File: src/rtl/alu_seq_pkg.sv
// Shared op codes and FSM state encoding for the sequential ALU.
package alu_pkg;
  localparam int OP_W = 6;

  localparam logic [OP_W-1:0] OP_ADD      = 6'd0;
  localparam logic [OP_W-1:0] OP_SUB      = 6'd1;
  localparam logic [OP_W-1:0] OP_SHL      = 6'd2;
  localparam logic [OP_W-1:0] OP_SHR      = 6'd3;
  localparam logic [OP_W-1:0] OP_PASS     = 6'd4;
  localparam logic [OP_W-1:0] OP_LOADHALF = 6'd5;
  localparam logic [OP_W-1:0] OP_EQ       = 6'd8;
  localparam logic [OP_W-1:0] OP_LT       = 6'd9;
  localparam logic [OP_W-1:0] OP_GT       = 6'd10;
  localparam logic [OP_W-1:0] OP_NF1      = 6'd11;
  localparam logic [OP_W-1:0] OP_AND12    = 6'd12;
  localparam logic [OP_W-1:0] OP_F1       = 6'd13;
  localparam logic [OP_W-1:0] OP_MUL      = 6'd16;
  localparam logic [OP_W-1:0] OP_AND      = 6'd17;
  localparam logic [OP_W-1:0] OP_OR       = 6'd18;
  localparam logic [OP_W-1:0] OP_XOR      = 6'd19;

  typedef enum logic {IDLE, MUL} state_t;
endpackage

File: src/rtl/alu_seq_if.sv
// Request/response bundle between register read, the ALU and write-back.
interface alu_seq_if
  import alu_pkg::*;
#(
  parameter int WIDTH = 64
);
  logic                 in_valid;
  logic                 in_ready;
  logic [OP_W-1:0]      op;
  logic [WIDTH-1:0]     a;
  logic [WIDTH-1:0]     b;
  logic [WIDTH/2-1:0]   imm;
  logic                 highlow;
  logic                 flag_in1;
  logic                 flag_in2;
  logic                 out_valid;
  logic                 out_ready;
  logic [WIDTH-1:0]     result;
  logic                 flag_out;
  logic                 busy;

  modport master (
    output in_valid, op, a, b, imm, highlow, flag_in1, flag_in2, out_ready,
    input  in_ready, out_valid, result, flag_out, busy
  );

  modport slave (
    input  in_valid, op, a, b, imm, highlow, flag_in1, flag_in2, out_ready,
    output in_ready, out_valid, result, flag_out, busy
  );
endinterface

File: src/rtl/alu_seq_mul_iter.sv
// Iterative shift-add multiplier: one multiplier bit per clock, WIDTH clocks after start.
module alu_mul_iter #(
  parameter int WIDTH = 64
) (
  input  logic             clock,
  input  logic             reset_n,
  input  logic             start,
  input  logic [WIDTH-1:0] a,
  input  logic [WIDTH-1:0] b,
  output logic             done,
  output logic [WIDTH-1:0] product
);
  localparam int CW = $clog2(WIDTH);

  logic [WIDTH-1:0] mcand, mplier, acc, acc_next;
  logic [CW-1:0]    cnt;
  logic             run;

  assign acc_next = acc + (mplier[0] ? mcand : '0);
  // done is combinational so the final partial product lands in the caller's register on the same edge
  assign done     = run && (cnt == CW'(WIDTH-1));
  assign product  = acc_next;

  always_ff @(posedge clock or negedge reset_n) begin
    if (!reset_n) begin
      mcand  <= '0;
      mplier <= '0;
      acc    <= '0;
      cnt    <= '0;
      run    <= 1'b0;
    end else if (start) begin
      mcand  <= a;
      mplier <= b;
      acc    <= '0;
      cnt    <= '0;
      run    <= 1'b1;
    end else if (run) begin
      acc    <= acc_next;
      mcand  <= mcand << 1;
      mplier <= mplier >> 1;
      cnt    <= cnt + 1'b1;
      if (done) run <= 1'b0;
    end
  end
endmodule

File: src/rtl/alu_seq.sv
// Registered ALU with valid/ready on both sides; MUL iterates and stalls the input side.
module alu_seq
  import alu_pkg::*;
#(
  parameter int WIDTH  = 64,
  parameter int MUL_EN = 1
) (
  input  logic     clock,
  input  logic     reset_n,
  alu_seq_if.slave bus
);
  localparam int HW = WIDTH / 2;
  localparam int SW = $clog2(WIDTH);

  state_t           state;
  logic             out_valid, flag_out, busy;
  logic [WIDTH-1:0] result;
  logic [WIDTH-1:0] res_c;
  logic             flag_c, big_sh, is_mul, fire_in, fire_out, in_ready;
  logic             mul_done;
  logic [WIDTH-1:0] mul_prod;

  assign in_ready      = (state == IDLE) && (!out_valid || bus.out_ready);
  assign fire_in       = bus.in_valid && in_ready;
  assign fire_out      = out_valid && bus.out_ready;
  assign is_mul        = (MUL_EN != 0) && (bus.op == OP_MUL);

  assign bus.in_ready  = in_ready;
  assign bus.out_valid = out_valid;
  assign bus.result    = result;
  assign bus.flag_out  = flag_out;
  assign bus.busy      = busy;

  always_comb begin
    res_c  = '0;
    flag_c = 1'b0;
    big_sh = bus.b >= WIDTH'(WIDTH);
    case (bus.op)
      OP_ADD:      res_c = bus.a + bus.b;
      OP_SUB:      res_c = bus.a + ~bus.b + 1'b1;
      // shifting the complement and re-inverting fills vacated bits with ones
      OP_SHL:      res_c = big_sh ? '1 : ~((~bus.a) << bus.b[SW-1:0]);
      OP_SHR:      res_c = big_sh ? '1 : ~((~bus.a) >> bus.b[SW-1:0]);
      OP_PASS, 6'd6, 6'd7: res_c = bus.a;
      OP_LOADHALF: res_c = bus.highlow ? {bus.imm, bus.a[HW-1:0]}
                                       : {bus.a[WIDTH-1:HW], bus.imm};
      OP_EQ:       flag_c = (bus.a == bus.b);
      OP_LT:       flag_c = (bus.a <  bus.b);
      OP_GT:       flag_c = (bus.a >  bus.b);
      OP_NF1:      flag_c = !bus.flag_in1;
      OP_AND12:    flag_c = bus.flag_in1 && bus.flag_in2;
      OP_F1:       flag_c = bus.flag_in1;
      OP_AND:      res_c = bus.a & bus.b;
      OP_OR:       res_c = bus.a | bus.b;
      OP_XOR:      res_c = bus.a ^ bus.b;
      default:     res_c = '0;
    endcase
  end

  generate
    if (MUL_EN != 0) begin : g_mul
      alu_mul_iter #(.WIDTH(WIDTH)) u_mul (
        .clock   (clock),
        .reset_n (reset_n),
        .start   (fire_in && is_mul),
        .a       (bus.a),
        .b       (bus.b),
        .done    (mul_done),
        .product (mul_prod)
      );
    end else begin : g_nomul
      assign mul_done = 1'b0;
      assign mul_prod = '0;
    end
  endgenerate

  always_ff @(posedge clock or negedge reset_n) begin
    if (!reset_n) begin
      state     <= IDLE;
      out_valid <= 1'b0;
      result    <= '0;
      flag_out  <= 1'b0;
      busy      <= 1'b0;
    end else begin
      case (state)
        IDLE: begin
          if (fire_in) begin
            if (is_mul) begin
              // any prior result is firing this edge, so the output goes empty while iterating
              state     <= MUL;
              busy      <= 1'b1;
              out_valid <= 1'b0;
            end else begin
              result    <= res_c;
              flag_out  <= flag_c;
              out_valid <= 1'b1;
            end
          end else if (fire_out) begin
            out_valid <= 1'b0;
          end
        end
        MUL: begin
          if (mul_done) begin
            result    <= mul_prod;
            flag_out  <= 1'b0;
            out_valid <= 1'b1;
            state     <= IDLE;
            busy      <= 1'b0;
          end
        end
        default: state <= IDLE;
      endcase
    end
  end
endmodule

File: src/flat_wrapper.sv
// flat-port wrapper written by rule: the top's interface ports become plain ports
module alu_seq_flat import alu_pkg::*;
#(
  parameter int WIDTH  = 64,
  parameter int MUL_EN = 1
)
  (clock, reset_n, bus_in_valid, bus_op, bus_a, bus_b, bus_imm, bus_highlow, bus_flag_in1, bus_flag_in2, bus_out_ready, bus_in_ready, bus_out_valid, bus_result, bus_flag_out, bus_busy);
  alu_seq_if #(.WIDTH(WIDTH)) bus_i ();
  input  logic clock;
  input  logic reset_n;
  input wire logic [$bits(bus_i.in_valid)-1:0] bus_in_valid;
  input wire logic [$bits(bus_i.op)-1:0] bus_op;
  input wire logic [$bits(bus_i.a)-1:0] bus_a;
  input wire logic [$bits(bus_i.b)-1:0] bus_b;
  input wire logic [$bits(bus_i.imm)-1:0] bus_imm;
  input wire logic [$bits(bus_i.highlow)-1:0] bus_highlow;
  input wire logic [$bits(bus_i.flag_in1)-1:0] bus_flag_in1;
  input wire logic [$bits(bus_i.flag_in2)-1:0] bus_flag_in2;
  input wire logic [$bits(bus_i.out_ready)-1:0] bus_out_ready;
  output wire logic [$bits(bus_i.in_ready)-1:0] bus_in_ready;
  output wire logic [$bits(bus_i.out_valid)-1:0] bus_out_valid;
  output wire logic [$bits(bus_i.result)-1:0] bus_result;
  output wire logic [$bits(bus_i.flag_out)-1:0] bus_flag_out;
  output wire logic [$bits(bus_i.busy)-1:0] bus_busy;
  assign bus_i.in_valid = bus_in_valid;
  assign bus_i.op = bus_op;
  assign bus_i.a = bus_a;
  assign bus_i.b = bus_b;
  assign bus_i.imm = bus_imm;
  assign bus_i.highlow = bus_highlow;
  assign bus_i.flag_in1 = bus_flag_in1;
  assign bus_i.flag_in2 = bus_flag_in2;
  assign bus_i.out_ready = bus_out_ready;
  assign bus_in_ready = bus_i.in_ready;
  assign bus_out_valid = bus_i.out_valid;
  assign bus_result = bus_i.result;
  assign bus_flag_out = bus_i.flag_out;
  assign bus_busy = bus_i.busy;
  alu_seq #(.WIDTH(WIDTH), .MUL_EN(MUL_EN)) u_core (.clock(clock), .reset_n(reset_n), .bus(bus_i));
endmodule
File: config.mk
export PLATFORM = sky130hd
export DESIGN_NAME = alu_seq_flat
export DESIGN_NICKNAME = d
export VERILOG_FILES = /design/src/rtl/alu_seq_pkg.sv /design/src/rtl/alu_seq_if.sv /design/src/rtl/alu_seq_mul_iter.sv /design/src/rtl/alu_seq.sv /design/src/flat_wrapper.sv
export SDC_FILE = /design/constraint.sdc
export NUM_CORES = 2
export LEC_CHECK = 0
export BUFFER_PORTS_ARGS = -buffer_cell sky130_fd_sc_hd__buf_4
export CORE_MARGIN = 2
export CORE_UTILIZATION = 30
export CTS_CLUSTER_DIAMETER = 40
export DETAILED_ROUTE_END_ITERATION = 10
export GPL_TIMING_DRIVEN = 0
export PLACE_DENSITY = 0.47
export SYNTH_ARGS = -nofsm -noshare
export SYNTH_HDL_FRONTEND = slang
export SYNTH_SLANG_ARGS = --single-unit
File: constraint.sdc
create_clock -name clock -period 3.4 [get_ports clock]
set_input_delay 0.68 -clock clock [delete_from_list [all_inputs] [get_ports clock]]
set_output_delay 0.68 -clock clock [all_outputs]
set_load 0.005 [all_outputs]
Word level (Yosys, flattened, before mapping)
Index checks and enable logic that the tools add are counted.
{"block": "totals", "regBits": 267, "output_inout_bits": 68, "input_bits": 173}
{"block": "classes", "shift": 2, "bitwise": 8, "add_sub_neg": 5, "reduce_logical": 15, "n_lt_le_gt_ge": 3, "n_eq_ne": 24, "n_mux": 36}
{"operator": "$mux 64", "n": 13}
{"operator": "$pmux 64 s9", "n": 1}
{"operator": "$not 64->64", "n": 4}
{"operator": "$add 64x64->64", "n": 3}
{"operator": "$pmux 64 s2", "n": 1}
{"operator": "$add 64x1->64 const B", "n": 1}
{"operator": "$and 64x64->64", "n": 1}
{"operator": "$eq 64x64->1", "n": 1}
{"operator": "$ge 64x7->1 const B", "n": 1}
{"operator": "$gt 64x64->1", "n": 1}
{"operator": "$lt 64x64->1", "n": 1}
{"operator": "$or 64x64->64", "n": 1}
{"operator": "$shl 64x6->64", "n": 1}
{"operator": "$shr 64x6->64", "n": 1}
{"operator": "$xor 64x64->64", "n": 1}
{"operator": "$eq 6x4->1 const B", "n": 6}
{"operator": "$eq 6x3->1 const B", "n": 4}
{"operator": "$eq 6x5->1 const B", "n": 4}
{"operator": "$mux 1", "n": 14}
{"operator": "$eq 6x2->1 const B", "n": 2}
{"operator": "$mux 6", "n": 2}
{"operator": "$pmux 1 s2", "n": 4}
{"operator": "$add 6x1->6 const B", "n": 1}
{"operator": "$eq 6x1->1 const B", "n": 1}
{"operator": "other kinds (14)", "n": 23}

Depth between registers and ports, before layout
{"block": "logic_depth", "ltp_word": 8, "ltp_mapped": 19, "mapped_depth_nobuf": 15}

By module
Synthesis repeated with hierarchy kept, for this count alone.
{"block": "unflattened", "cells_unflattened": 4914, "hier_area_um2": 37577.3}
{"mod": "alu_seq", "n_inst": 1, "area_per_inst_um2": 24294.6, "cells_each": 3405, "seq_area_each_um2": 1701.6}
{"mod": "alu_mul_iter", "n_inst": 1, "area_per_inst_um2": 13282.7, "cells_each": 1509, "seq_area_each_um2": 4979.8}

Least setup slack after synthesis
OpenSTA, ideal clock, no wires.
{"block": "synth_path", "kind": "input to register", "startpoint": "input port bus_b[2]", "endpoint": "register u_core.result[49], in the netlist u_core.bus.result[49]", "required_time_ns": 3.274, "setup_time_ns": 0.126, "arrival_ns": 4.747, "path_slack_ns": -1.473, "path_buffers": 6, "path_stages": 19, "path_cell_list": "buf_2 -> inv_2 -> buf_2 -> buf_2 -> buf_1 -> clkbuf_1 -> ha_1 -> buf_2 -> o211ai_1 -> o211ai_1 -> a221oi_4 -> a2111oi_0 -> o31ai_1 -> o21ai_1 -> a21oi_1 -> nor2_1 -> a2111oi_2 -> nor3_1 -> a221o_1"}
{"block": "synth_via", "elab_chain_cells": 7, "word_cells_on_any_way": 15, "classes_between": "add/sub: 3; order compare: 1; shift: 2; mux: 6; bitwise: 3"}
{"item": "start: declaration", "line_no": "flat_wrapper.sv:14", "rtl": "input wire logic [$bits(bus_i.b)-1:0] bus_b;"}
{"item": "$not 64->64, or another cell as far along", "line_no": "alu_seq.sv:40", "rtl": "OP_SUB: res_c = bus.a + ~bus.b + 1'b1;"}
{"item": "$add 64x64->64, or another cell as far along", "line_no": "alu_seq.sv:40"}
{"item": "$add 64x1->64, or another cell as far along", "line_no": "alu_seq.sv:40"}
{"item": "$pmux 64 s9 (*)", "line_no": "alu_seq.sv:38", "rtl": "case (bus.op)"}
{"item": "$mux 64 (*)", "line_no": "alu_seq.sv:88", "rtl": "if (is_mul) begin"}
{"item": "$mux 64 (*)", "line_no": "alu_seq.sv:87", "rtl": "if (fire_in) begin"}
{"item": "$pmux 64 s2 (*)", "line_no": "alu_seq.sv:85", "rtl": "case (state)"}
{"item": "end signal: assignment", "line_no": "alu_seq.sv:94", "rtl": "result <= res_c;"}
{"item": "end signal: assignment", "line_no": "alu_seq.sv:104", "rtl": "result <= mul_prod;"}
{"item": "end: declaration", "line_no": "alu_seq.sv:17", "rtl": "logic [WIDTH-1:0] result;"}
Mark *: on every way between the ends. The rest lies on a longest branch, timed or not. The select of a mux whose other input is x is not followed.
A chain may end at the register's enable or synchronous reset.

Worst setup path in the final report
{"block": "layout_path", "startpoint": "input port bus_b[2]", "endpoint": "register u_core.result[59], in the netlist u_core.bus.result[59]"}
Same word-level chain as after synthesis.

==> results summary <==
The cell count after synthesis came out at 4841. The register area is 6680 sq um. The net count reported at finish is 5910.

The max-capacitance violation count is 1. The count of flip-flops with a built-in enable after synthesis came out at 0. The number of library cell types mapped by synthesis came out at 96.

TritonCTS built the clock tree. The wire-length estimate of the detail-placed layout is 243000 microns. Headroom to the max-slew limit came out at -3.51%. The area inside the core boundary came out at 122000 sq um.

The sequential element share of the synthesized area is 18.2%. In this run the tool buffered the top-level ports with 240 buffer cells. The share of the clock period used by the worst path after layout is 112%.

The number of nets produced by synthesis came out at 5274. The synthesis-to-finish area growth is 49.1%. The number of antenna violations at the first check in global routing is 36. The count of endpoints failing setup in the final report is 96. The initial utilization of the core area, before any placement, comes to 30.2%. For the final database, setup skew stands at 97.5 ps. The final reports fail on max-capacitance violations, max-slew violations, negative setup slack. Once placement completed, the tool counted placed cells totaling 6713. The full die area came out at 125000 sq um. The worst hold margin is 281 ps. STA classifies the critical path endpoint as a register. The clock latency reported for the late side of the worst-skew pair is 720 ps.

In this run the clock root is driven by a clkbuf_16. The overall die width came out at 354 microns. By startpoint and endpoint, the worst setup path is classified as primary input to register.

The area of the multi-input gates is 34400 sq um. The detailed-route wire length is 307000 microns. The largest buffer count on any clock path came out at 3. The number of hold violations in the final report came out at 0. Setup repair after global routing could not meet its margin everywhere. The clock-pin slew on the worst setup and hold paths is 50 ps. In the final layout, the share of cells above drive strength 1 is 36.9%. The total of flip-flops plus latches after synthesis is 267. The final worst slack is -414 ps. The number of rows created at floorplan came out at 128. Along the worst path, the maximum fanout reaches 5. The final number of max-transition violations is 11. dfrtp_1 takes more of the synthesized area than any other cell. The global-route wire length before repair is 402000 microns. The finished layout holds 7158 standard cells, fillers aside. Among all flip-flop cells after synthesis, the most frequent one is dfrtp_1. The first TritonRoute pass finished after 6 iterations. The via count of the routed design came out at 47900. The number of antenna-violating nets in the routed design is 0. Global routing consumed, over all layers together, 46.9% of the routing resources.

The count of H-tree levels built during CTS came out at 2. The endpoint arrival time on the critical path is 4370 ps. In this run the mean area of a mapped cell was 7.57 sq um. At the worst endpoint, the required time is 3960 ps. The worst setup path is launched from a primary input. The first-iteration detailed-routing DRC count is 6331. The total I/O pin count is 241. The worst-case IR drop observed on VDD is 2.50 mV. The via count normalized by instance count came out at 6.69. The final RePlAce weighted congestion came out at 1.10. For the finished layout, the period the worst path requires is 3810 ps.

Measured along the y axis, the die boundary spans 354 microns. In this run the biggest area consumer among cell types represents 18.2% of the synthesized area. The share of flip-flops with an asynchronous set or reset came out at 100%. The static leakage is 21.7 nW. Yosys attributes the largest share of cell area to dfrtp_1 18%, ha_1 8.8%, mux2i_1 8.6%, a21oi_1 7.9%, mux4_2 7.2%.

The maximum number of pins on one net before global-route repair is 97. The synthesized area is 36700 sq um. The fill cell instance count of the final layout came out at 12200. The final routed DRC violation total came out at 0. Based on the critical path, the design can be clocked at up to 0.262 GHz. The worst hold path belongs to the class primary input to register. Summed over all layers, the global routing overflow is 0. The total number of yosys warnings is 0. The total power density per cell area is 829 nW/um^2. Counting the buffers created by CTS gives 58.

The average routed wire per standard cell came out at 42.9 microns. Counting instances in the post-synthesis netlist gives the leading cell types as 664 x nor2_1, 582 x a21oi_1, 330 x o21ai_0. The via count of the first global-routing pass was 44700.

Counting every sink on the clock net gives 267. Yosys instantiated no cell more often than nor2_1. The measured slew at the worst slew-check pin is 1550 ps. The flow ran to the end, but the final reports show violations.
[final timing paths]
kind | end | slack, ps | cells after the start | from
max | u_core.bus.result[59] | -410 | 21 | bus_b[2]
min | u_core.g_mul.u_mul.mplier[47] | 280 | 3 | bus_b[47]
max reg2reg | u_core.bus.result[60] | -320 | 17 | u_core.g_mul.u_mul.mplier[0]
min reg2reg | u_core.bus.result[14] | 480 | 2 | u_core.bus.result[14]
max in group asynchronous | u_core.g_mul.u_mul.acc[60] | 1680 | 4 | reset_n
min in group asynchronous | u_core.bus.result[5] | 460 | 2 | reset_n
[registers in the layout (all words and copies together) (netlist names)]
register                   cells
u_core.bus.result             64
u_core.g_mul.u_mul.acc        64
u_core.g_mul.u_mul.mcand      64
u_core.g_mul.u_mul.mplier     64
u_core.g_mul.u_mul.cnt         6
u_core.bus.busy                1
u_core.bus.flag_out            1
u_core.bus.out_valid           1
u_core.g_mul.u_mul.run         1
u_core.state                   1
[critical path, cell delays in order]
cell,delay (ps)
buf_8,80
buf_12,110
inv_12,30
buf_12,110
buf_12,120
buf_12,140
ha_4,330
o211ai_1,120
o211ai_1,350
a221oi_4,130
buf_12,170
a211oi_4,410
o311ai_4,120
buf_6,180
buf_8,140
a21oi_4,230
nor3_4,70
o211ai_1,340
a21oi_1,140
nor3_2,240
o211ai_1,110
[layout make-up]
type | count | area share, %
antenna | 7 | 0.0320
buffer | 375 | 5.50
clock buffer | 69 | 2.84
clock inverter | 40 | 1.03
inverter | 230 | 1.75
multi-input combinational | 3924 | 63.0
sequential | 267 | 12.2
tap | 1625 | 3.72
timing repair buffer | 621 | 9.90
[routing by layer]
| metal | wire length (microns) | GRT usage [%] |
|---|---|---|
| met5 | 93 | 0 |
| met4 | 27500 | 32.2 |
| met3 | 35100 | 14.3 |
| met2 | 125000 | 67.6 |
| met1 | 119000 | 59.6 |
[cells by family (layout without fill, tap and decap cells)]
logic type               count (synthesis)  count (layout)  share of synthesized area [%]
AO/OA/AOI/OAI                         1663            1663                           28.8
AND/OR/NAND/NOR                       1457            1457                           17.8
buffers and inverters                  650            1335                           7.08
multiplexers                           464             464                           17.3
flip-flops                             267             267                           18.2
adder cells (fa/ha/maj)                260             260                           8.93
XOR/XNOR                                80              80                           1.91
other                                    0               7                              0
[cell usage in the layout, fill, tap and decap left out, types with 23 or more instances in the layout]
master	instances
nor2_1	606
o21ai_1	67
nand4_1	55
and2_1	53
mux2i_1	282
and2_4	24
buf_4	546
ha_4	54
nand2_2	25
o21ai_4	30
mux4_2	123
o21ai_2	63
clkbuf_1	115
nor2b_1	30
nand2_1	283
a31oi_1	23
xnor2_1	25
clkbuf_16	72
ha_1	181
nor3_1	51
a22oi_1	64
inv_1	204
a21oi_2	99
clkbuf_2	68
nand3_1	54
a21o_1	62
a21oi_4	61
a221oi_1	26
o22ai_1	26
o21bai_1	38
o21ai_0	187
clkbuf_4	49
buf_6	75
buf_12	54
nor2_2	37
o211ai_1	45
a21oi_1	423
dfrtp_1	266
[what timing repair did]
item,CTS,global route
pin swaps,265,297
gates cloned,3,0
hold buffers,1,0
hold endpoints to repair,36,0
setup endpoints to repair,266,110
gates resized for setup,1458,577
setup buffers,228,154
[per-stage QoR]
stage	util, %	setup slack [ps]	TNS, ps	area, sq um	power (mW)
global route	45.0	-441	-19350	54700	46.6
global placement	33.7	-4280	-731160	40900	25.9
detailed placement	33.8	-3670	-393370	41100	26.0
CTS	42.2	-456	-16880	51300	40.6
finish	45.0	-414	-17880	54700	45.3
floorplan	-	-555	-15860	37100	17.2
[report_power, final]
part	leakage, nW	switching, mW	internal (mW)
registers	2.98	1.16	4.43
clock network	1.02	2.25	3.97
logic	17.7	19.7	13.8
total	21.7	23.1	22.2
No activity file was read; power rests on OpenSTA's default activity.
